===== config.mk =====
export PLATFORM = sky130hd
export DESIGN_NAME = fetch_queue
export DESIGN_NICKNAME = d
export VERILOG_FILES = /design/src/rtl/fetch_queue.sv
export SDC_FILE = /design/constraint.sdc
export NUM_CORES = 1
export LEC_CHECK = 0
export ABC_AREA = 1
export CAP_MARGIN = 10
export CORE_UTILIZATION = 53
export DETAILED_ROUTE_END_ITERATION = 8
export PLACE_DENSITY = 0.85
export SYNTH_ARGS = -nofsm -noshare
export SYNTH_HDL_FRONTEND = slang
export SYNTH_SLANG_ARGS = --single-unit

===== constraint.sdc =====
create_clock -name clk -period 11.19 [get_ports clk]
set_clock_uncertainty 0.15 [all_clocks]
set_input_delay 1.6785 -clock clk [delete_from_list [all_inputs] [get_ports clk]]
set_output_delay 1.6785 -clock clk [all_outputs]
set_load 0.02 [all_outputs]

===== src/rtl/fetch_queue.sv =====
// Instruction-fetch front end: one outstanding imem read per PC value, results buffered in an
// in-order queue toward decode, wrong-path responses squashed on redirect.
module fetch_queue #(
  parameter int unsigned DEPTH = 2
) (
  input  logic        clk,
  input  logic        clr,
  input  logic [31:0] pc_f,
  output logic        pc_hold,
  input  logic        redirect,
  output logic        imem_req,
  output logic [31:0] imem_addr,
  input  logic        imem_gnt,
  input  logic        imem_rvalid,
  input  logic [31:0] imem_rdata,
  output logic        id_valid,
  output logic [31:0] id_instr,
  output logic [31:0] id_pc,
  input  logic        id_ready
);

  localparam int unsigned PtrW = $clog2(DEPTH);
  localparam int unsigned CntW = PtrW + 1;
  localparam logic [CntW:0] DepthW = DEPTH[CntW:0];

  typedef enum logic [1:0] {StIdle, StWait, StWaitKill} state_e;

  state_e          state_q;
  logic [PtrW-1:0] head_q, tail_q;
  logic [CntW-1:0] count_q;
  logic [31:0]     req_pc_q;
  logic            init_q;

  logic [31:0] instr_mem [DEPTH];
  logic [31:0] pc_mem    [DEPTH];

  logic        out, pop, push, issue;
  logic [CntW:0] used;

  assign out      = state_q != StIdle;
  assign id_valid = count_q != '0;
  assign pop      = id_valid & id_ready & ~redirect;
  assign push     = imem_rvalid & (state_q == StWait);

  // Slots already committed: queued entries plus the in-flight fetch, minus the one leaving now.
  assign used = {1'b0, count_q} + {{CntW{1'b0}}, out} - {{CntW{1'b0}}, pop};

  // init_q keeps the request low for the first cycle after clr.
  assign imem_req  = ~clr & ~init_q & ~redirect & (~out | imem_rvalid) & (used < DepthW);
  assign issue     = imem_req & imem_gnt;
  assign pc_hold   = ~(issue | redirect);
  assign imem_addr = pc_f;

  assign id_instr = instr_mem[head_q];
  assign id_pc    = pc_mem[head_q];

  always_ff @(posedge clk) begin
    if (clr) begin
      state_q  <= StIdle;
      head_q   <= '0;
      tail_q   <= '0;
      count_q  <= '0;
      req_pc_q <= '0;
      init_q   <= 1'b1;
    end else begin
      init_q <= 1'b0;
      if (issue) req_pc_q <= pc_f;
      if (redirect) begin
        head_q  <= '0;
        tail_q  <= '0;
        count_q <= '0;
        if (out) state_q <= imem_rvalid ? StIdle : StWaitKill;
      end else begin
        if (issue) begin
          state_q <= StWait;
        end else if (out && imem_rvalid) begin
          state_q <= StIdle;
        end
        if (push) tail_q <= tail_q + PtrW'(1);
        if (pop)  head_q <= head_q + PtrW'(1);
        if (push && !pop) begin
          count_q <= count_q + CntW'(1);
        end else if (pop && !push) begin
          count_q <= count_q - CntW'(1);
        end
      end
    end
  end

  always_ff @(posedge clk) begin
    if (!clr && !redirect && push) begin
      instr_mem[tail_q] <= imem_rdata;
      pc_mem[tail_q]    <= req_pc_q;
    end
  end

endmodule


==> summary.md <==
| Metric | Value |
|---|---|
| Hold Slack | `0.302 ns` |
| Status | `finished clean` |
| Via count of the routed design | `4157` |
| Worst slew margin | `0.162` |
| Seq/Total Area, Yosys | `0.686` |
| RSZ-0062 raised after global routing | `no` |
| Yosys warning count | `0` |
| Yosys reg bits | `168` |
| Global-route wire length before repair | `20300 µm` |
| Peak VDD IR | `0.0959 mV` |
| Cells after Synth | `508` |
| Setup Fix Bufs, Post-CTS | `0` |
| # resized after CTS | `0` |
| Remaining DRCs | `0` |
| Sink Count | `168` |
| Power Density | `145 nW/µm²` |
| Kind of critical path | `in -> out` |
| Vias per cell | `5.04` |
| Root buf cell | `clkbuf_16` |
| Post-route ant nets | `0` |
| DP HPWL | `8430 µm` |
| Final worst setup slack | `4.50 ns` |
| Routed len/inst | `15.9 µm` |
| TritonCTS clock tree | `built` |
| H-tree Lvls | `4` |
| Syn_nets | `581` |
| Max-slew violation count | `0` |
| Die ar. | `13200 µm²` |
| Fillers | `859` |
| Post-synth EDFFs | `128` |
| Clock-pin slew of the registers on the worst-case setup and hold paths | `0.06 ns` |
| Area growth syn-to-layout | `31.0%` |
| Num CTS Buffers | `17` |
| NumNets Final | `716` |
| Setup crit start kind | `input port` |
| Total grt overflow | `0` |
| Layout cells sized above 1 | `0.0747` |
| Post-route minimum period | `6.69 ns` |
| Final Core Density | `0.726` |
| Unique cell type count in the Yosys netlist | `28` |
| CORE AREA | `12200 µm²` |
| Vias in the first global route | `4216` |
| Diode count | `0` |
| Register Area | `4650 µm²` |
| Total global-route track usage | `0.205` |
| Async set-or-reset flop fraction in the synthesized netlist | `0` |
| Routed wire length | `13100 µm` |
| Iteration-0 DRC Markers | `263` |
| Max_cap viols | `0` |
| Die Width | `115 µm` |
| Maximum fanout along the worst path | `33` |
| I/O Buffers | `168` |
| Pin count of the biggest net entering global routing | `65` |
| Placer Congestion | `0.773` |
| Initial antenna violation count | `0` |
| Syn Area/Cell | `13.3 µm²` |
| Dpl ws | `4.52 ns` |
| Multi-input gate area | `1580 µm²` |
| Final setup vio count | `0` |
| CTS Hold Bufs | `0` |
| Rows | `40` |
| Setup_tns | `0 ns` |
| Hold WC Path Type | `reg -> reg` |
| Initial DRT Pass Iterations | `5` |
| Leakage power | `3.11 nW` |
| Fin crit share | `0.598` |
| Deepest clock path buffer count | `2` |
| Worst Setup End Kind | `output port` |
| Die Y | `115 µm` |
| Post-synthesis cell area | `6770 µm²` |
| Initial Util | `0.555` |
| Clock Latency Late Sink | `0.41 ns` |
| Max Freq | `0.150 GHz` |
| Number of I/O pins | `169` |
| Tightest Pin Transition | `1.25 ns` |
| CP arrival | `4.86 ns` |
| CP required | `9.36 ns` |
| Final hold vios | `0` |
| Main synth FF type | `edfxtp_1` |
==> cells in the mapped netlist, types with 2 or more instances <==
cell type	instances	area, µm²
a21oi_1	6	30.0
buf_1	4	15.0
buf_2	11	55.1
buf_4	34	255
buf_8	3	45.0
clkbuf_1	3	11.3
dfxtp_1	40	801
edfxtp_1	128	3840
ha_1	2	25.0
inv_1	42	158
inv_2	5	18.8
mux2_1	64	721
nand2_1	48	180
nand4_1	32	200
nor2_1	71	267
nor2_2	2	12.5
o21ai_1	2	10.0
==> registers in the layout, indices dropped and copies added, names as in the netlist, named ones only <==
name,flops
req_pc_q,32
init_q,1
count_q,2
tail_q,1
head_q,1
pc_mem,64
instr_mem,64
state_q,2
==> kinds of logic after synthesis <==
kind of cell / share of synthesized area
AO/OA/AOI/OAI: 0.0102
adder cells (fa/ha/maj): 0.00665
buffers and inverters: 0.0824
flip-flops: 0.686
multiplexers: 0.106
AND/OR/NAND/NOR: 0.109
==> worst max-delay path, stage by stage <==
cell and delay [ns]:
clkdlybuf4s50_1 0.45, nand2_1 0.09, nor2_1 0.19, ha_1 0.26
or2_1 0.25, fa_1 0.52, nand2_1 0.10, nor2_4 0.14
nand3_4 0.11, nor2_8 0.44, nor2_1 0.08, clkdlybuf4s50_1 0.55
==> layer usage <==
metal / up-vias / global-route usage / part of all wire
met5: - / 0 / 0
met4: 0 / 0.0684 / 0.011
met3: 16 / 0.0585 / 0.073
met2: 169 / 0.369 / 0.52
met1: 1974 / 0.233 / 0.39
li1: 1998 / - / -
==> cell usage in the layout, fill, tap and decap left out, types with 3 or more instances in the layout <==
master	n
clkdlybuf4s50_1	168
edfxtp_1	128
nor2_1	70
mux2_1	64
nand2_1	48
inv_1	42
dfxtp_1	39
nand4_1	32
clkbuf_16	17
a21oi_1	6
inv_2	5
inv_6	5
clkinv_2	3
clkinvlp_4	3
==> final timing paths <==
path / endpoint / depth (start not counted) / startpoint / slack (ns)
max reg2reg: req_pc_q[4] / 15 / count_q[1] / 7.93
max: pc_hold / 12 / id_ready / 4.50
min: pc_mem[1][1] / 0 / req_pc_q[1] / 0.30
min reg2reg: pc_mem[1][1] / 0 / req_pc_q[1] / 0.30
==> through the flow <==
step	total power, mW	cell area [µm²]	cells
CTS	1.29	8860	823
global route	1.33	8870	824
global placement	0.761	8310	791
floorplan	0.728	6770	508
finish	1.28	8870	824
detailed placement	0.764	8310	791
==> power breakdown <==
part           switching [mW]  internal, mW
registers             0.00362         0.673
logic                  0.0354        0.0399
clock network           0.242         0.288
total                   0.281          1.00
==> layout make-up <==
cell class	count	share of cell area
multi-input combinational	238	0.178
sequential	168	0.524
clock inverter	15	0.0131
timing repair buffer	171	0.193
inverter	47	0.0199
clock buffer	17	0.0480
tap	168	0.0237
(Power assumes the default switching activity.)
